`src/rtl/axis_fft_out_framer.sv`:
```
`default_nettype none
// ============================================================================
// axis_fft_out_framer : buffers packed FFT samples, frames them with tlast every
// FRAME_LEN beats and flags upstream tlast misalignment. Optional macro
// FFT_BITREV_EN swaps the FIFO for a frame RAM that restores natural order.
// Revision: 1.0
// ============================================================================
module axis_fft_out_framer #(
  parameter int DATA_W     = 32,
  parameter int FRAME_LEN  = 128,
  parameter int FIFO_DEPTH = 16
) (
  input  logic                s_axis_aclk,
  input  logic                s_axis_areset,
  input  logic                s_axis_tvalid,
  output logic                s_axis_tready,
  input  logic [DATA_W-1:0]   s_axis_tdata,
  input  logic                s_axis_tlast,
  output logic                m_axis_tvalid,
  input  logic                m_axis_tready,
  output logic [DATA_W-1:0]   m_axis_tdata,
  output logic                m_axis_tlast,
  output logic [DATA_W/8-1:0] m_axis_tkeep,
  output logic [15:0]         frame_cnt,
  output logic                tlast_err
);
  localparam int CNT_W = $clog2(FRAME_LEN);
  localparam logic [CNT_W-1:0] LAST_BEAT = CNT_W'(FRAME_LEN - 1);

  logic              s_fire;
  logic              m_fire;
  logic              at_last;
  logic              src_valid;
  logic              src_last;
  logic              out_load;
  logic [DATA_W-1:0] src_data;
  logic [CNT_W-1:0]  beat_cnt;

  assign s_fire       = s_axis_tvalid && s_axis_tready;
  assign m_fire       = m_axis_tvalid && m_axis_tready;
  assign at_last      = (beat_cnt == LAST_BEAT);
  assign out_load     = src_valid && (!m_axis_tvalid || m_axis_tready);
  assign m_axis_tkeep = '1;

  always_ff @(posedge s_axis_aclk or posedge s_axis_areset) begin
    if (s_axis_areset) begin
      beat_cnt  <= '0;
      tlast_err <= 1'b0;
      frame_cnt <= '0;
    end else begin
      if (s_fire) begin
        if (s_axis_tlast != at_last) tlast_err <= 1'b1;
        beat_cnt <= s_axis_tlast ? '0 : beat_cnt + CNT_W'(1);
      end
      if (m_fire && m_axis_tlast) frame_cnt <= frame_cnt + 16'd1;
    end
  end

  // Output register: holds while stalled, reloads from the buffer head.
  always_ff @(posedge s_axis_aclk or posedge s_axis_areset) begin
    if (s_axis_areset) begin
      m_axis_tvalid <= 1'b0;
      m_axis_tdata  <= '0;
      m_axis_tlast  <= 1'b0;
    end else if (out_load) begin
      m_axis_tvalid <= 1'b1;
      m_axis_tdata  <= src_data;
      m_axis_tlast  <= src_last;
    end else if (m_axis_tready) begin
      m_axis_tvalid <= 1'b0;
    end
  end

`ifdef FFT_BITREV_EN
  typedef enum logic {FILL = 1'b0, DRAIN = 1'b1} state_t;

  state_t            state;
  logic [DATA_W-1:0] frame_ram [FRAME_LEN];
  logic [DATA_W-1:0] rd_data;
  logic [CNT_W-1:0]  wr_addr;
  logic [CNT_W-1:0]  rd_addr;
  logic              rd_done;
  logic              rd_valid;
  logic              rd_last;
  logic              rd_issue;

  always_comb begin
    wr_addr = '0;
    for (int b = 0; b < CNT_W; b++) wr_addr[b] = beat_cnt[CNT_W-1-b];
  end

  assign rd_issue  = (state == DRAIN) && !rd_done && (!rd_valid || out_load);
  assign src_valid = rd_valid;
  assign src_data  = rd_data;
  assign src_last  = rd_last;

  always_ff @(posedge s_axis_aclk) begin
    if (s_fire) frame_ram[wr_addr] <= s_axis_tdata;
    if (rd_issue) rd_data <= frame_ram[rd_addr];
  end

  always_ff @(posedge s_axis_aclk or posedge s_axis_areset) begin
    if (s_axis_areset) begin
      state         <= FILL;
      s_axis_tready <= 1'b0;
      rd_addr       <= '0;
      rd_done       <= 1'b0;
      rd_valid      <= 1'b0;
      rd_last       <= 1'b0;
    end else begin
      case (state)
        FILL: begin
          s_axis_tready <= 1'b1;
          if (s_fire && at_last) begin
            state         <= DRAIN;
            s_axis_tready <= 1'b0;
            rd_addr       <= '0;
            rd_done       <= 1'b0;
          end
        end
        DRAIN: begin
          if (rd_issue) begin
            rd_valid <= 1'b1;
            rd_last  <= (rd_addr == LAST_BEAT);
            rd_addr  <= rd_addr + CNT_W'(1);
            if (rd_addr == LAST_BEAT) rd_done <= 1'b1;
          end else if (out_load) begin
            rd_valid <= 1'b0;
          end
          if (m_fire && m_axis_tlast) begin
            state         <= FILL;
            s_axis_tready <= 1'b1;
          end
        end
      endcase
    end
  end
`else
  localparam int AW = $clog2(FIFO_DEPTH);

  logic [DATA_W:0] fifo_mem [FIFO_DEPTH];
  logic [AW-1:0]   wr_ptr;
  logic [AW-1:0]   rd_ptr;
  logic [AW:0]     mem_cnt;
  logic [AW:0]     occ;
  logic [AW:0]     occ_next;

  assign src_valid            = (mem_cnt != '0);
  assign {src_last, src_data} = fifo_mem[rd_ptr];

  // Occupancy includes the output register so total storage is FIFO_DEPTH.
  always_comb begin
    occ_next = occ;
    if (s_fire && !m_fire)      occ_next = occ + (AW+1)'(1);
    else if (!s_fire && m_fire) occ_next = occ - (AW+1)'(1);
  end

  always_ff @(posedge s_axis_aclk) begin
    if (s_fire) fifo_mem[wr_ptr] <= {at_last, s_axis_tdata};
  end

  always_ff @(posedge s_axis_aclk or posedge s_axis_areset) begin
    if (s_axis_areset) begin
      wr_ptr        <= '0;
      rd_ptr        <= '0;
      mem_cnt       <= '0;
      occ           <= '0;
      s_axis_tready <= 1'b0;
    end else begin
      if (s_fire)   wr_ptr <= wr_ptr + AW'(1);
      if (out_load) rd_ptr <= rd_ptr + AW'(1);
      if (s_fire && !out_load)      mem_cnt <= mem_cnt + (AW+1)'(1);
      else if (!s_fire && out_load) mem_cnt <= mem_cnt - (AW+1)'(1);
      occ           <= occ_next;
      s_axis_tready <= (occ_next != (AW+1)'(FIFO_DEPTH));
    end
  end
`endif

endmodule
`default_nettype wire

```
`config.mk`:
```
export PLATFORM = sky130hd
export DESIGN_NAME = axis_fft_out_framer
export DESIGN_NICKNAME = d
export VERILOG_FILES = /design/src/rtl/axis_fft_out_framer.sv
export SDC_FILE = /design/constraint.sdc
export NUM_CORES = 1
export LEC_CHECK = 0
export ABC_AREA = 1
export ABC_CLOCK_PERIOD_IN_PS = 2500
export BUFFER_PORTS_ARGS = -buffer_cell sky130_fd_sc_hd__clkbuf_2
export CELL_PAD_IN_SITES_DETAIL_PLACEMENT = 1
export CELL_PAD_IN_SITES_GLOBAL_PLACEMENT = 1
export CORE_UTILIZATION = 40
export DETAILED_ROUTE_END_ITERATION = 10
export MAX_ROUTING_LAYER = met4
export PLACE_DENSITY_LB_ADDON = 0.1
export SLEW_MARGIN = 40
export SYNTH_ARGS = -nofsm -noshare
export SYNTH_HDL_FRONTEND = slang
export SYNTH_SLANG_ARGS = --single-unit
export TNS_END_PERCENT = 20
```
`constraint.sdc`:
```
create_clock -name s_axis_aclk -period 2.5 [get_ports s_axis_aclk]
set_input_delay 0.25 -clock s_axis_aclk [delete_from_list [all_inputs] [get_ports s_axis_aclk]]
set_output_delay 0.25 -clock s_axis_aclk [all_outputs]
set_load 0.01 [all_outputs]
```
==> results of run 1 <==
power breakdown:
part           internal [W]  total [W]  leakage (nW)  switching (W)
combinational       0.00324     0.0111          4.28        0.00786
sequential           0.0124     0.0131          5.68       0.000695
clock               0.00620     0.0103          1.11        0.00406
kinds of logic (layout without fill, tap and decap cells):
group | after synthesis | after routing | synth area share
compound gates | 69 | 69 | 0.01440
flops | 605 | 605 | 0.7208
xor+xnor | 22 | 22 | 0.007811
buf+inv | 159 | 320 | 0.03591
simple gates | 1269 | 1269 | 0.2130
other cells | 1 | 6 | 0.0001520
fa+ha+maj | 15 | 15 | 0.007912
critical path, stage by stage, from the launching register on:
cell and delay (ps):
sky130_fd_sc_hd__dfrtp_1 350, sky130_fd_sc_hd__nand2_1 70, sky130_fd_sc_hd__inv_1 350, sky130_fd_sc_hd__ha_1 310, sky130_fd_sc_hd__inv_1 120, sky130_fd_sc_hd__ha_1 340, sky130_fd_sc_hd__a21oi_1 170, sky130_fd_sc_hd__o21ai_0 120
sky130_fd_sc_hd__xor2_1 170, sky130_fd_sc_hd__nand2_1 90, sky130_fd_sc_hd__nand2_1 60
worst max-delay path by stage:
stage                     slack (ps)          start  cells past startpoint              end
final                            250  s_axis_tready                     10       mem_cnt[4]
after global routing             100  s_axis_tready                     10       mem_cnt[4]
after CTS                        250  s_axis_tready                     10       mem_cnt[4]
after detailed placement         250  s_axis_tvalid                     11       mem_cnt[4]
after global placement           290  s_axis_tvalid                     11       mem_cnt[4]
after floorplan                 -240  s_axis_tready                      5  fifo_mem[11][0]
flip-flops by register name, summed over array words and instances (netlist names):
name	flops
wr_ptr	4
m_axis_tlast	1
m_axis_tdata	32
m_axis_tvalid	1
tlast_err	1
s_axis_tready	1
occ	5
frame_cnt	16
fifo_mem	528
mem_cnt	5
rd_ptr	4
beat_cnt	7
metrics by stage:
stage	hold slack [ps]	setup TNS, ps	power [W]	worst slack (ps)	area (µm²)
after floorplan	345.8	-116500	0.02041	-244.0	24680
after global placement	432.2	0	0.02429	287.3	26230
after detailed placement	444.4	0	0.02456	250.7	26230
after CTS	32.93	0	0.03494	250.2	28540
after global routing	72.26	0	0.03644	98.77	28550
final	58.48	0	0.03448	247.2	28550
what timing repair did:
item | CTS | global route
endpoints found under the setup margin | 0 | 0
setup buffers | 0 | 0
endpoints found under the hold margin | 55 | 0
hold buffers | 3 | 0
layout make-up:
type / instances / area (µm²) / share of cell area
tap: 782 / 978.4 / 0.03427
clock buffer: 103 / 1977 / 0.06925
antenna: 2 / 5.005 / 0.0001753
inverter: 42 / 171.4 / 0.006005
sequential: 605 / 17790 / 0.6232
timing repair buffer: 153 / 1186 / 0.04155
clock inverter: 22 / 305.3 / 0.01069
multi-input combinational: 1379 / 6133 / 0.2148
Yosys cell counts (6+ instances only):
library cell	n	area [µm²]
sky130_fd_sc_hd__ha_1	14	175.2
sky130_fd_sc_hd__edfxtp_1	528	15860
sky130_fd_sc_hd__nand3_1	345	1727
sky130_fd_sc_hd__a21oi_1	53	265.3
sky130_fd_sc_hd__xnor2_1	8	70.07
sky130_fd_sc_hd__buf_6	13	146.4
sky130_fd_sc_hd__clkbuf_1	16	60.06
sky130_fd_sc_hd__nand2_1	861	3232
sky130_fd_sc_hd__inv_1	36	135.1
sky130_fd_sc_hd__nor2_1	43	161.4
sky130_fd_sc_hd__dfrtp_1	77	1927
sky130_fd_sc_hd__buf_2	53	265.3
sky130_fd_sc_hd__o21ai_0	11	55.05
sky130_fd_sc_hd__buf_4	28	210.2
sky130_fd_sc_hd__nand4_1	6	37.54
sky130_fd_sc_hd__xor2_1	14	122.6
metal layers:
| layer | part of all wire | vias to the layer above |
|---|---|---|
| li1 | - | 7552 |
| met1 | 0.45 | 8428 |
| met2 | 0.49 | 288 |
| met3 | 0.035 | 106 |
| met4 | 0.022 | 0 |
| met5 | 0 | - |
cells in the final DEF, fill, tap and decap left out, types with 20 or more instances in the layout:
cell type / netlist / routed
sky130_fd_sc_hd__nand2_1: 861 / 861
sky130_fd_sc_hd__edfxtp_1: 528 / 528
sky130_fd_sc_hd__nand3_1: 345 / 345
sky130_fd_sc_hd__clkbuf_2: 1 / 88
sky130_fd_sc_hd__dfrtp_1: 77 / 74
sky130_fd_sc_hd__clkbuf_16: 0 / 71
sky130_fd_sc_hd__a21oi_1: 53 / 53
sky130_fd_sc_hd__buf_4: 28 / 42
sky130_fd_sc_hd__inv_1: 36 / 35
sky130_fd_sc_hd__nor2_1: 43 / 27
sky130_fd_sc_hd__clkbuf_1: 16 / 24
sky130_fd_sc_hd__buf_12: 1 / 20
==> flow_metrics.py, run 1 <==
metrics = {
    "worst_hold_path": {
        "hold_path.class": "input port to flip-flop",
        "worstHoldPathCells": 1,
        "hp-start": "s_axis_tdata[4]",
        "holdPathEnd": "fifo_mem[13][4]",
    },
    "synth": {
        "mapped_cell_area_um2": 24670,
        "syn-mean-instance-area_um2": 11.53,
        "synth.ff_latch_count": 605,
        "synthArstFlopShare": 0.1273,
        "ys.flop_type": "sky130_fd_sc_hd__edfxtp_1",
        "postSynthCellCount": 2140,
        "ys_types": 36,
        "synth-edff-count": 528,
        "yosysWarnings": 0,
        "post_synthesis_sequential_area_ratio": 0.7208,
    },
    "cts": {
        "tritoncts.num_buffers": 68,
        "post_cts_resized": 0,
        "worst_skew_pair.late_latency_ps": 610,
        "clock-sinks": 605,
        "cts_buffer_depth": 3,
        "tritoncts": "built",
        "clock_tree.htree_level_count": 3,
        "ctsRootBufferMaster": "sky130_fd_sc_hd__clkbuf_16",
        "clock_pin_slew_reported_for_the_worst_setup_and_hold_paths_after_clock_tree_synthesis_ps": 60,
    },
    "pwr": {
        "power.static_leakage_nw": 11.07,
        "largest_vdd_supply_drop_mv": 0.6844,
        "areal_power_density_over_the_cells_nw_per_um2": 1208,
    },
    "sta": {
        "period_share": 0.9011,
        "clock.fmax_ghz": 0.4439,
        "maxSlewHeadroom": 0.5601,
        "clock_skew_ps": 23.67,
        "hold_viol": 0,
        "setup_repair_after_global_routing_missed_its_margin": "false",
        "period_minus_slack_ps": 2253,
        "worstMarginPinSlew_ps": 659.9,
        "final_max_slew_viol_count": 0,
        "setup_viol_count_final": 0,
    },
    "critical_path": {
        "worst_ep_required_time_ps": 2990,
        "reg2reg_to": "mem_cnt[4]",
        "critPathKind": "flip-flop to flip-flop",
        "timing.critical_path.to_type": "flip-flop",
        "cp_max_fo": 9,
        "arrival_ps": 2740,
        "startpoint_of_the_worst_slack_reg_to_reg_timing_path": "s_axis_tready",
        "startpoint_type": "flip-flop",
        "rrSetupSlack_ps": 250,
        "rr_worst_depth": 10,
    },
    "global_route": {
        "grt.met3_usage": 0.03440,
        "use_met2": 0.3856,
        "grt_pass1_vias": 16854,
        "grt_first_pass_wirelength_mm": 107.5,
        "grt_remaining_overflow": 0,
        "grt_antenna_before_repair": 2,
        "grtUsageMet1": 0.3126,
        "global_route_usage_sum": 0.2372,
        "grt_max_degree": 118,
        "grt_busiest_layer": "met2",
    },
    "die": {
        "initial_core_util": 0.4065,
        "die_w_um": 250.3,
        "die-area_um2": 62670,
        "dieHeight_um": 250.3,
        "std_cell_rows": 90,
        "core_area_um2": 60700,
        "ios": 93,
    },
    "route": {
        "detail_route.wl_per_cell_um": 22.95,
        "first_pass_iters": 5,
        "total_vias_in_the_final_route": 16374,
        "drt_first_iter_violations": 1101,
        "wl_mm": 70.86,
        "avgViaCountPerCell": 5.302,
        "number_of_nets_still_failing_antenna_checks_after_routing": 0,
        "drcViolationCount": 0,
    },
    "place": {
        "gp_congestion": 0.7741,
        "dpl.hpwl_mm": 38.97,
        "post-place-cells": 2958,
        "place.port_buffers": 88,
    },
    "layout": {
        "syn_to_final_growth_pct": 15.72,
        "finish.utilization": 0.4703,
        "finish.cell_count_without_fillers": 3088,
        "final_nets": 2301,
        "filler_cell_count": 6413,
        "drive_above_1_share": 0.1202,
    },
    "outcome": {
        "run_status": "finished clean",
    },
    "flow_run": {
        "drv_cap": 0,
    },
}
Note: power is estimated with default switching activity, not from simulation.
==> run 2, diff against run 1 <==
ABC_AREA = 0   (was 1)
==> run 2 against run 1 <==
Compared with the run above: register-to-register slack got worse by 80 ps; power down 7.7%; routed wire length fell by 20%; global-route usage is 3.7 points lower; sequential power about the same; count of clock-buffer cells in the layout decreased by 11; clock power down 8%; non-clock buffer count grew 15; die area is 3.6% lower; synthesized area down 3.6%; flip-flop and latch count stayed put; sequential share of layout area increased by 1.5 points.
==> flow_metrics.py, run 2 <==
metrics = {
    "outcome": {
        "run_status": "finished clean",
    },
    "pwr": {
        "clock_power_share": 0.298,
        "largest_vdd_supply_drop_mv": 0.5920,
        "net-switching-power_w": 0.009650,
        "power.sequential.fraction": 0.421,
        "swShare": 0.3034,
        "int_power_w": 0.02216,
        "combinationalPowerShare": 0.281,
        "power.static_leakage_nw": 9.551,
        "post_layout_total_power_w": 0.03181,
        "areal_power_density_over_the_cells_nw_per_um2": 1141,
    },
    "critical_path": {
        "cpLargestDelayFamily": "adder cells",
        "worst_ep_required_time_ps": 3020,
        "arrival_ps": 2850,
        "critical_path.slowest_cell": "sky130_fd_sc_hd__dfrtp_1",
        "critPathKind": "flip-flop to flip-flop",
        "critical_path.cell_chain": "nor3_1 > buf_4 > a21boi_4 > inv_1 > ha_2 > inv_1 > ha_1 > a21o_1 > a21oi_1 > mux2i_1 > xnor2_1",
        "critPathMaxStageDelay_ps": 420,
        "critPathBufInv": 3,
        "timing.critical_path.to_type": "flip-flop",
        "cp_max_fo": 5,
        "timing.critical_path.mode_cell": "sky130_fd_sc_hd__inv_1",
        "startpoint_type": "flip-flop",
    },
    "layout": {
        "registers.top_by_ff_count": "fifo_mem",
        "finish.cell_count_without_fillers": 2207,
        "most-common-layout-cells": "528 x sky130_fd_sc_hd__edfxtp_1, 91 x sky130_fd_sc_hd__mux4_2, 88 x sky130_fd_sc_hd__clkbuf_2, 73 x sky130_fd_sc_hd__dfrtp_1",
        "syn_to_final_growth_pct": 17.25,
        "area_of_the_multi_input_gates_um2": 5599,
        "largest_register_ffs": 528,
        "filler_cell_count": 5433,
        "final_common_cell": "sky130_fd_sc_hd__edfxtp_1",
        "n_antenna_cell": 0,
        "drive_above_1_share": 0.2741,
        "finalInstanceArea_um2": 27880,
        "layout_top_registers": "fifo_mem (528), m_axis_tdata (32), frame_cnt (16)",
        "final_nets": 1435,
        "ff_latch_area_um2": 17800,
    },
    "cts": {
        "clock-sinks": 605,
        "ctsRootBufferMaster": "sky130_fd_sc_hd__clkbuf_16",
        "tritoncts.num_buffers": 68,
        "cts_buffer_depth": 3,
        "clock_pin_slew_reported_for_the_worst_setup_and_hold_paths_after_clock_tree_synthesis_ps": 60,
        "cts_setup_buffers": 0,
        "tritoncts": "built",
        "worst_skew_pair.late_latency_ps": 600,
        "clock_tree.htree_level_count": 3,
    },
    "route": {
        "detail_route.wl_per_cell_um": 25.56,
        "wl_mm": 56.42,
        "drt_first_iter_violations": 773,
        "total_vias_in_the_final_route": 11841,
        "first_pass_iters": 4,
        "avgViaCountPerCell": 5.365,
        "number_of_nets_still_failing_antenna_checks_after_routing": 0,
        "drcViolationCount": 0,
    },
    "synth": {
        "synth-edff-count": 528,
        "ys.flop_type": "sky130_fd_sc_hd__edfxtp_1",
        "synth_top_area_cells": "sky130_fd_sc_hd__edfxtp_1 67%, sky130_fd_sc_hd__mux4_2 8.6%, sky130_fd_sc_hd__dfrtp_1 8.1%",
        "synthArstFlopShare": 0.1273,
        "mapped_cell_area_um2": 23780,
        "ys_types": 47,
        "yosysTopAreaCellShare": 0.6668,
        "synth_largest_area_cell": "sky130_fd_sc_hd__edfxtp_1",
        "yosysWarnings": 0,
        "synth.ff_latch_count": 605,
        "post_synthesis_sequential_area_ratio": 0.7478,
        "yosysMostFrequentCell": "sky130_fd_sc_hd__edfxtp_1",
        "postSynthCellCount": 1212,
        "syn-mean-instance-area_um2": 19.62,
        "synth_top_cells_by_count": "528 x sky130_fd_sc_hd__edfxtp_1, 91 x sky130_fd_sc_hd__mux4_2, 77 x sky130_fd_sc_hd__dfrtp_1",
    },
    "global_route": {
        "grt.met3_usage": 0.03154,
        "grt_antenna_before_repair": 0,
        "grtUsageMet1": 0.2675,
        "grt_pass1_vias": 12870,
        "grt_max_degree": 94,
        "grt_busiest_layer": "met2",
        "grt_first_pass_wirelength_mm": 85.41,
        "global_route_usage_sum": 0.2006,
        "use_met2": 0.3213,
        "grt_remaining_overflow": 0,
    },
    "sta": {
        "period_minus_slack_ps": 2332,
        "final_max_slew_viol_count": 0,
        "setup_repair_after_global_routing_missed_its_margin": "false",
        "setup_viol_count_final": 0,
        "period_share": 0.9328,
        "maxSlewHeadroom": 0.5271,
        "clock_skew_ps": 27.05,
        "finalHoldWorstSlack_ps": 78.62,
        "worstMarginPinSlew_ps": 709.4,
        "clock.fmax_ghz": 0.4288,
        "hold_viol": 0,
    },
    "die": {
        "std_cell_rows": 89,
        "ios": 93,
        "die_w_um": 245.8,
        "core_area_um2": 58910,
        "die-area_um2": 60430,
        "initial_core_util": 0.4037,
        "dieHeight_um": 245.8,
    },
    "place": {
        "dpl.hpwl_mm": 32.59,
        "placement.cell_area_um2": 25770,
        "post-place-cells": 2083,
        "gp_congestion": 0.7288,
        "place.port_buffers": 88,
    },
    "flow_run": {
        "drv_cap": 0,
    },
    "worst_hold_path": {
        "hold_path.class": "input port to flip-flop",
    },
}
## run 2: routing by layer
metal / routed length, µm / share of wire
met3: 1932 / 0.034
met5: 0 / 0
met2: 27870 / 0.49
met4: 810 / 0.014
met1: 25810 / 0.46
## run 2: per-stage QoR
stage,utilization,TNS (ps),setup slack [ps]
after floorplan,-,-206470,-470.9
final,0.4733,0,168.1
after global placement,0.4374,0,177.6
after CTS,0.4733,0,102.1
after global routing,0.4733,0,30.69
after detailed placement,0.4374,0,107.0
## run 2: area by class of cell
| class | count | share of cell area |
|---|---|---|
| flip-flops and latches | 605 | 0.6383 |
| clock buffers | 92 | 0.06574 |
| repair buffers | 168 | 0.04972 |
| inverters | 13 | 0.001840 |
| multi-input cells | 527 | 0.2008 |
| clock inverters | 29 | 0.008885 |
| well taps | 773 | 0.03469 |
## run 2: worst paths after layout
| check | startpoint | end | slack [ps] | depth (start not counted) |
|---|---|---|---|---|
| max | mem_cnt[0] | mem_cnt[4] | 170 | 11 |
| min | s_axis_tdata[10] | fifo_mem[8][10] | 80 | 1 |
| max reg2reg | mem_cnt[0] | mem_cnt[4] | 170 | 11 |
| min reg2reg | tlast_err | tlast_err | 470 | 1 |
| max in group asynchronous | s_axis_areset | m_axis_tdata[22] | 1430 | 4 |
| min in group asynchronous | s_axis_areset | frame_cnt[15] | 300 | 3 |
## run 2: kinds of logic after synthesis
| kind of cell | count (synthesis) | share of synthesized area |
|---|---|---|
| AO/OA/AOI/OAI | 125 | 0.03252 |
| XOR/XNOR | 31 | 0.01142 |
| adder cells (fa/ha/maj) | 16 | 0.008629 |
| buffers and inverters | 83 | 0.02347 |
| flip-flops | 605 | 0.7478 |
| multiplexers | 191 | 0.1419 |
| other | 1 | 0.0001577 |
| AND/OR/NAND/NOR | 160 | 0.03410 |
## run 2: what timing repair did
action,CTS,global route
hold endpoints to repair,37,0
hold buffers,3,0
setup endpoints to repair,0,1
gates resized for setup,0,1
## run 2: power by group through the flow
| stage | registers, W | logic (W) | clock network [W] |
|---|---|---|---|
| 3_3_place_gp | 0.0136 | 0.00902 | 0 |
| 4_1_cts | 0.0134 | 0.00915 | 0.00973 |
| 2_1_floorplan | 0.0132 | 0.00618 | 0 |
| 6_report | 0.0134 | 0.00893 | 0.00948 |
| 5_1_grt | 0.0135 | 0.00978 | 0.0101 |
| 3_5_place_dp | 0.0136 | 0.00910 | 0 |
